## src/rtl/unidade_oposto_vetorial.sv

```systemverilog
// Streaming negate / abs / pass unit: processes one block of NUM_ELEM operands per start
// pulse through a single registered stage with valid/ready handshakes on both sides.
module unidade_oposto_vetorial #(
    parameter  int LARGURA  = 8,
    parameter  int NUM_ELEM = 25,
    localparam int CW       = $clog2(NUM_ELEM + 1)
) (
    input  logic               clk,
    input  logic               rst,
    input  logic               iniciar,
    input  logic [1:0]         modo,
    input  logic [LARGURA-1:0] ent_dado,
    input  logic               ent_valido,
    output logic               ent_pronto,
    output logic [LARGURA:0]   sai_dado,
    output logic               sai_valido,
    input  logic               sai_pronto,
    output logic               ocupado,
    output logic               concluido,
    output logic [CW-1:0]      contador
);

    typedef enum logic [1:0] {
        OCIOSO    = 2'd0,
        PROCESSA  = 2'd1,
        CONCLUIDO = 2'd2
    } estado_t;

    localparam logic [CW-1:0] TOTAL = CW'(NUM_ELEM);

    estado_t          estado_q, estado_d;
    logic [1:0]       modo_q, modo_d;
    logic [CW-1:0]    aceitos_q, aceitos_d;
    logic [CW-1:0]    contador_q, contador_d;
    logic [LARGURA:0] dado_q, dado_d;
    logic             valido_q, valido_d;

    logic entrada_hs;
    logic saida_hs;

    // One extra bit of width makes every mode exact, including -0xFF and |-128|.
    function automatic logic [LARGURA:0] resultado(input logic [1:0] op,
                                                   input logic [LARGURA-1:0] x);
        logic [LARGURA:0] zext;
        logic [LARGURA:0] sext;
        zext = {1'b0, x};
        sext = {x[LARGURA-1], x};
        case (op)
            2'b00:   return -zext;
            2'b01:   return -sext;
            2'b10:   return x[LARGURA-1] ? -sext : sext;
            default: return sext;
        endcase
    endfunction

    // A new operand may enter only if the output slot is empty or is being drained now.
    assign ent_pronto = (estado_q == PROCESSA) && (aceitos_q < TOTAL)
                        && (!valido_q || sai_pronto);
    assign entrada_hs = ent_valido && ent_pronto;
    assign saida_hs   = valido_q && sai_pronto;

    always_comb begin
        // NOTE: every next-state signal gets its hold value first so no path infers a latch.
        estado_d   = estado_q;
        modo_d     = modo_q;
        aceitos_d  = aceitos_q;
        contador_d = contador_q;
        dado_d     = dado_q;
        valido_d   = valido_q;

        case (estado_q)
            OCIOSO: begin
                if (iniciar) begin
                    estado_d   = PROCESSA;
                    modo_d     = modo;
                    aceitos_d  = '0;
                    contador_d = '0;
                end
            end
            PROCESSA: begin
                if (entrada_hs) begin
                    dado_d    = resultado(modo_q, ent_dado);
                    aceitos_d = aceitos_q + CW'(1);
                    valido_d  = 1'b1;
                end else if (saida_hs) begin
                    valido_d  = 1'b0;
                end
                if (saida_hs) begin
                    contador_d = contador_q + CW'(1);
                    if (contador_q == TOTAL - CW'(1)) begin
                        estado_d = CONCLUIDO;
                    end
                end
            end
            CONCLUIDO: begin
                estado_d = OCIOSO;
            end
            default: begin
                estado_d = OCIOSO;
            end
        endcase
    end

    always_ff @(posedge clk) begin
        // NOTE: state updates use non-blocking assignments so all registers see pre-edge values.
        if (rst) begin
            estado_q   <= OCIOSO;
            modo_q     <= 2'b00;
            aceitos_q  <= '0;
            contador_q <= '0;
            dado_q     <= '0;
            valido_q   <= 1'b0;
        end else begin
            estado_q   <= estado_d;
            modo_q     <= modo_d;
            aceitos_q  <= aceitos_d;
            contador_q <= contador_d;
            dado_q     <= dado_d;
            valido_q   <= valido_d;
        end
    end

    assign sai_dado   = dado_q;
    assign sai_valido = valido_q;
    assign ocupado    = (estado_q == PROCESSA);
    assign concluido  = (estado_q == CONCLUIDO);
    assign contador   = contador_q;

endmodule
```

## config.mk

```make
export PLATFORM = sky130hd
export DESIGN_NAME = unidade_oposto_vetorial
export DESIGN_NICKNAME = d
export VERILOG_FILES = /design/src/rtl/unidade_oposto_vetorial.sv
export SDC_FILE = /design/constraint.sdc
export NUM_CORES = 1
export LEC_CHECK = 0
export CAP_MARGIN = 20
export CORE_MARGIN = 2
export CORE_UTILIZATION = 40
export DETAILED_ROUTE_END_ITERATION = 8
export GPL_ROUTABILITY_DRIVEN = 0
export PLACE_DENSITY_LB_ADDON = 0.15
export SYNTH_ARGS = -nofsm -noshare
export SYNTH_HDL_FRONTEND = slang
export SYNTH_SLANG_ARGS = --single-unit
```

## constraint.sdc

```tcl
create_clock -name clk -period 3.6 [get_ports clk]
set_clock_uncertainty 0.1 [all_clocks]
set_input_delay 0.9 -clock clk [delete_from_list [all_inputs] [get_ports clk]]
set_output_delay 0.9 -clock clk [all_outputs]
set_load 0.005 [all_outputs]
```

==> impl_metrics.py, run 1 <==
metrics = {
    "finish": {
        "final_area_um2": 1640,
        "fin_nets": 196,
        "fin_cells": 218,
        "area_delta_synth_final_pct": 29.4,
        "n_fill_cell": 287,
        "diodes": 0,
        "layout-drive-gt1-share_pct": 6.32,
    },
    "critical_path": {
        "reg2reg_to": "sai_dado[1]",
        "ff2ff_path_depth": 4,
        "endpoint": "ent_pronto",
        "cp-start-kind": "input pin",
        "rrSetupSlack_ns": 1.42,
        "path_class": "input pin to output port",
        "cp_max_fo": 4,
        "timing.rr.start": "estado_q[0]",
        "end_kind": "output port",
        "cp.required_ns": 2.60,
        "crit_start": "sai_pronto",
        "crit_arrival_ns": 2.24,
    },
    "floorplan": {
        "initial_core_util_pct": 41.9,
        "die_area_um2": 3630,
        "die_width_um": 60.3,
        "core-area_um2": 3030,
        "row_count": 20,
        "top_level_ports": 33,
        "die_h_um": 60.3,
    },
    "logic_synthesis": {
        "post_synth.cell_area_avg_um2": 8.74,
        "syn_inst": 145,
        "syn-num-nets": 166,
        "synth_warnings": 0,
        "yosysUniqueCellTypes": 36,
        "yosysSeqAreaShare_pct": 37.9,
        "synth-seq-cells": 24,
        "synth_area_um2": 1270,
    },
    "detailed_routing": {
        "drtAntennaViolNets": 0,
        "wl_mm": 2.51,
        "via_per_inst": 5.01,
        "routedWlPerCell_um": 11.5,
        "drc": 0,
        "first_pass_iters": 4,
        "vias": 1092,
        "drt-initial-drc-count": 33,
    },
    "timing": {
        "layout_setup_ws_ns": 0.359,
        "hold_viol": 0,
        "timing.fmax_ghz": 0.309,
        "slew_viol_final": 0,
        "worst_pin_slew_ns": 0.701,
        "setup_tns_ns": 0,
        "period_minus_slack_ns": 3.24,
        "rsz0062_at_grt": "false",
        "fin_crit_sh_pct": 90.0,
        "slew_headroom_pct": 53.3,
        "setup_viol": 0,
    },
    "power_and_ir_drop": {
        "p_leak_uw": 0.000602,
        "powerDensity_nw_per_um2": 317,
        "vdd_drop_max_mv": 0.114,
    },
    "placed_design": {
        "dp.cells": 214,
        "io_buffers": 32,
        "dp_hpwl_mm": 1.88,
        "postPlaceCellArea_um2": 1600,
        "dp_slack_ns": 0.329,
    },
    "global_routing": {
        "grt_pass1_wl_mm": 4.19,
        "overflow": 0,
        "grtUsageTotal_pct": 15.2,
        "antenna_found_initial": 0,
        "grt_pass1_vias": 972,
        "grt_max_degree": 20,
    },
    "clocking": {
        "cts_setup_buffers": 0,
        "cts.path.max_buffers": 2,
        "post_cts_resized": 0,
        "ctsRootBufferMaster": "clkbuf_4",
        "path_clk_slew_ns": 0.13,
        "hold_buffers": 0,
        "clock-sinks": 24,
        "h-tree-depth": 1,
        "cts_inserted_buffers": 3,
        "cts_tree": "done",
        "clock_latency_ns": 0.31,
    },
    "status": {
        "status": "finished clean",
    },
    "worst_hold_path": {
        "hold_path.class": "flip-flop to flip-flop",
    },
    "run": {
        "maxCapViolations": 0,
    },
}
-- synthesized netlist by cell type --
cell | number | area (um^2)
a21oi_2 | 1 | 8.76
nor3_1 | 5 | 25.0
xor2_1 | 3 | 26.3
a221oi_1 | 1 | 8.76
nand3_1 | 4 | 20.0
nor4_1 | 1 | 6.26
dfxtp_1 | 24 | 480
nor3b_1 | 2 | 15.0
a211oi_1 | 6 | 45.0
o21ai_0 | 4 | 20.0
inv_1 | 7 | 26.3
or3_1 | 2 | 12.5
o2111ai_1 | 2 | 17.5
ha_1 | 6 | 75.1
or2_2 | 1 | 6.26
a22oi_1 | 2 | 15.0
buf_2 | 1 | 5.00
a311oi_2 | 1 | 15.0
a41oi_1 | 1 | 8.76
buf_1 | 1 | 3.75
nor2_1 | 20 | 75.1
o311a_1 | 1 | 10.0
nor2b_1 | 2 | 12.5
a21oi_1 | 11 | 55.1
and4b_1 | 3 | 30.0
buf_6 | 2 | 22.5
mux2i_1 | 4 | 40.0
nand2b_1 | 1 | 6.26
nand3b_1 | 1 | 7.51
nor4b_1 | 2 | 17.5
nand4b_4 | 1 | 23.8
xnor2_1 | 6 | 52.6
nand2_1 | 10 | 37.5
nor3b_2 | 1 | 12.5
clkbuf_1 | 4 | 15.0
or2b_2 | 1 | 8.76
-- flip-flops by register name (all words and copies together) (netlist names) --
name,flops
modo_q,2
sai_valido,1
aceitos_q,5
contador,5
sai_dado,9
estado_q,2
-- cell usage in the layout (no fill, tap or decap), types with 4 or more instances in the layout --
cell type,count
clkdlybuf4s50_1,32
dfxtp_1,24
nor2_1,20
a21oi_1,11
nand2_1,10
inv_1,7
xnor2_1,6
a211oi_1,6
ha_1,6
nor3_1,5
o21ai_0,4
mux2i_1,4
nand3_1,4
-- logic make-up (layout without fill, tap and decap cells) --
logic type      after synthesis  in the layout  share of synthesized area [%]
compound gates               30             30                           16.1
xor+xnor                      9              9                           6.22
fa+ha+maj                     6              6                           5.92
buf+inv                      15             44                           5.72
flops                        24             24                           37.9
mux                           4              4                           3.16
simple gates                 57             57                           25.0
-- layer usage --
| metal | GRT usage (%) | vias up | wire (um) |
|---|---|---|---|
| li1 | - | 571 | - |
| met2 | 26.7 | 22 | 1200 |
| met4 | 6.67 | 0 | 27 |
| met1 | 18.2 | 497 | 1190 |
| met3 | 1.95 | 2 | 95 |
| met5 | 0 | - | 0 |
-- where the power goes --
part / internal, uW / switching, uW / leakage (uW)
sequential: 276 / 9.28 / 0.000195
clock: 61.7 / 78.9 / 0.0000210
combinational: 51.8 / 42.3 / 0.000385
-- worst max-delay path, stage by stage --
cell and delay, ns:
clkdlybuf4s50_1 0.45, or2b_2 0.35, nand2_1 0.08, nor2_1 0.04, clkdlybuf4s50_1 0.43
-- metrics by stage --
step	hold WS, ns	power [uW]	util, %
after floorplan	0.341	342	-
after global placement	0.352	385	53.0
after detailed placement	0.358	386	53.0
after CTS	0.376	527	54.2
after global routing	0.409	549	54.2
final	0.373	520	54.2
-- worst min path at each step --
stage	startpoint	end	slack (ns)	cells past startpoint
after floorplan	aceitos_q[4]	aceitos_q[4]	0.34	2
after global placement	sai_dado[0]	sai_dado[0]	0.35	2
after detailed placement	sai_dado[0]	sai_dado[0]	0.36	2
after CTS	sai_dado[0]	sai_dado[0]	0.38	2
after global routing	sai_dado[0]	sai_dado[0]	0.41	2
final	sai_dado[0]	sai_dado[0]	0.37	2
-- area by class of cell --
| type | count | area, um^2 | share of cell area (%) |
|---|---|---|---|
| clock buffers | 4 | 36.3 | 2.21 |
| inverters | 7 | 26.3 | 1.60 |
| multi-input cells | 106 | 714 | 43.6 |
| flip-flops and latches | 24 | 480 | 29.3 |
| well taps | 44 | 55.1 | 3.36 |
| repair buffers | 33 | 328 | 20.0 |
No activity file was read; power rests on OpenSTA's default activity.
==> inputs of run 2 (changes only) <==
--- a/config.mk
+++ b/config.mk
@@ -8,6 +8,7 @@
 export CAP_MARGIN = 20
 export CORE_MARGIN = 2
 export CORE_UTILIZATION = 40
+export CTS_BUF_LIST = sky130_fd_sc_hd__clkbuf_8
 export DETAILED_ROUTE_END_ITERATION = 8
 export GPL_ROUTABILITY_DRIVEN = 0
 export PLACE_DENSITY_LB_ADDON = 0.15
==> impl_metrics.py, run 2 (synthesis results as in run 1) <==
metrics = {
    "finish": {
        "mostFrequentLayoutCells": "clkdlybuf4s50_1 (32), dfxtp_1 (24), nor2_1 (20)",
        "final_common_cell": "clkdlybuf4s50_1",
        "multi_input_area_um2": 714,
        "layout-drive-gt1-share_pct": 6.32,
        "n_fill_cell": 288,
        "largest_register_ffs": 9,
        "seq_area_um2": 480,
        "fin_nets": 196,
        "area_delta_synth_final_pct": 30.9,
        "diodes": 0,
    },
    "critical_path": {
        "crit_buf_inv": 2,
        "cp_max_fo": 4,
        "cp.required_ns": 2.60,
        "crit_start": "sai_pronto",
        "path_cells": "clkdlybuf4s50_1, or2b_2, nand2_1, nor2_1, clkdlybuf4s50_1",
        "cp_slowest_cell": "clkdlybuf4s50_1",
        "critPathMaxStageDelay_ns": 0.45,
        "rrSetupSlack_ns": 1.42,
        "crit_arrival_ns": 2.24,
        "path_depth": 5,
        "reg2reg_to": "sai_dado[1]",
        "path_class": "input pin to output port",
        "crit_family": "buffers and inverters",
        "endpoint": "ent_pronto",
        "ff2ff_path_depth": 4,
        "end_kind": "output port",
        "cp-start-kind": "input pin",
        "timing.rr.start": "estado_q[0]",
        "cp_common_cell": "clkdlybuf4s50_1",
    },
    "floorplan": {
        "core-area_um2": 3030,
        "initial_core_util_pct": 41.9,
        "die_width_um": 60.3,
        "top_level_ports": 33,
        "row_count": 20,
        "die_area_um2": 3630,
        "die_h_um": 60.3,
    },
    "global_routing": {
        "grtUsageTotal_pct": 15.2,
        "grt_pass1_wl_mm": 4.20,
        "overflow": 0,
        "grt_pass1_vias": 973,
        "antenna_found_initial": 0,
        "grt_max_degree": 20,
    },
    "power_and_ir_drop": {
        "p_int_uw": 425,
        "switchingPower_uw": 134,
        "comb_power_share_pct": 16.8,
        "power.share.sequential_pct": 50.9,
        "clockPowerShare_pct": 32.2,
        "p_leak_uw": 0.000609,
        "vdd_drop_max_mv": 0.135,
        "p_total_uw": 559,
        "swShare_pct": 24.0,
        "powerDensity_nw_per_um2": 337,
    },
    "clocking": {
        "hold_buffers": 0,
        "h-tree-depth": 1,
        "cts_setup_buffers": 0,
        "post_cts_resized": 0,
        "cts.path.max_buffers": 2,
        "ctsRootBufferMaster": "clkbuf_8",
        "cts_tree": "done",
        "clock-sinks": 24,
        "clock_latency_ns": 0.26,
        "path_clk_slew_ns": 0.08,
        "cts_inserted_buffers": 3,
    },
    "timing": {
        "slew_headroom_pct": 52.4,
        "fin_crit_sh_pct": 90.1,
        "timing.fmax_ghz": 0.308,
        "hold_viol": 0,
        "worst_pin_slew_ns": 0.713,
        "period_minus_slack_ns": 3.24,
        "rsz0062_at_grt": "false",
        "hold_ws_ns": 0.365,
        "slew_viol_final": 0,
        "setup_tns_ns": 0,
        "layout_setup_ws_ns": 0.357,
        "setup_viol": 0,
    },
    "worst_hold_path": {
        "hold_path.class": "flip-flop to flip-flop",
    },
    "placed_design": {
        "dp_hpwl_mm": 1.88,
        "dp_slack_ns": 0.329,
        "io_buffers": 32,
    },
    "detailed_routing": {
        "drtAntennaViolNets": 0,
        "wl_mm": 2.52,
        "drt-initial-drc-count": 31,
        "vias": 1100,
        "routedWlPerCell_um": 11.5,
        "first_pass_iters": 4,
        "drc": 0,
        "via_per_inst": 5.05,
    },
    "run": {
        "maxCapViolations": 0,
    },
    "status": {
        "status": "finished clean",
    },
}
run 2: cell counts in the layout (fill, tap and decap cells not counted):
No cell type changed its count.
run 2: power by group through the flow:
stage	clock network, uW	registers [uW]	logic [uW]
after global routing	196	287	105
after CTS	185	285	95.2
after global placement	0	291	94.5
after detailed placement	0	291	94.8
after floorplan	0	288	53.8
final	180	285	94.1
run 2: worst min-delay path by stage:
stage | endpoint | slack [ns] | start | cells past startpoint
2_1_floorplan | aceitos_q[4] | 0.34 | aceitos_q[4] | 2
3_3_place_gp | sai_dado[0] | 0.35 | sai_dado[0] | 2
3_5_place_dp | sai_dado[0] | 0.36 | sai_dado[0] | 2
4_1_cts | sai_dado[0] | 0.37 | sai_dado[0] | 2
5_1_grt | sai_dado[0] | 0.40 | sai_dado[0] | 2
6_report | sai_dado[0] | 0.37 | sai_dado[0] | 2
run 2: worst min-delay path: cells and delay by family (launching register included):
kind	cells	cell delay, ns
AO/OA/AOI/OAI	1	0.05
AND/OR/NAND/NOR	1	0.05
flip-flops	1	0.32
run 2: through the flow:
step / cell area (um^2) / utilization (%) / std cells
after detailed placement: 1600 / 53.0 / 214
final: 1660 / 54.8 / 218
after global placement: 1600 / 53.0 / 214
after CTS: 1660 / 54.8 / 218
after floorplan: 1270 / - / 145
after global routing: 1660 / 54.8 / 218
run 2: area by class of cell:
cell class              count  share of cell area [%]
multi-input cells         106                    43.1
flip-flops and latches     24                    29.0
repair buffers             33                    19.8
clock buffers               4                    3.32
well taps                  44                    3.32
inverters                   7                    1.58
run 2: per-layer routing:
| metal | up-vias | GRT usage (%) | wire (um) |
|---|---|---|---|
| li1 | 572 | - | - |
| met4 | 0 | 6.67 | 27 |
| met5 | - | 0 | 0 |
| met2 | 22 | 26.7 | 1190 |
| met1 | 504 | 18.2 | 1210 |
| met3 | 2 | 1.95 | 94 |
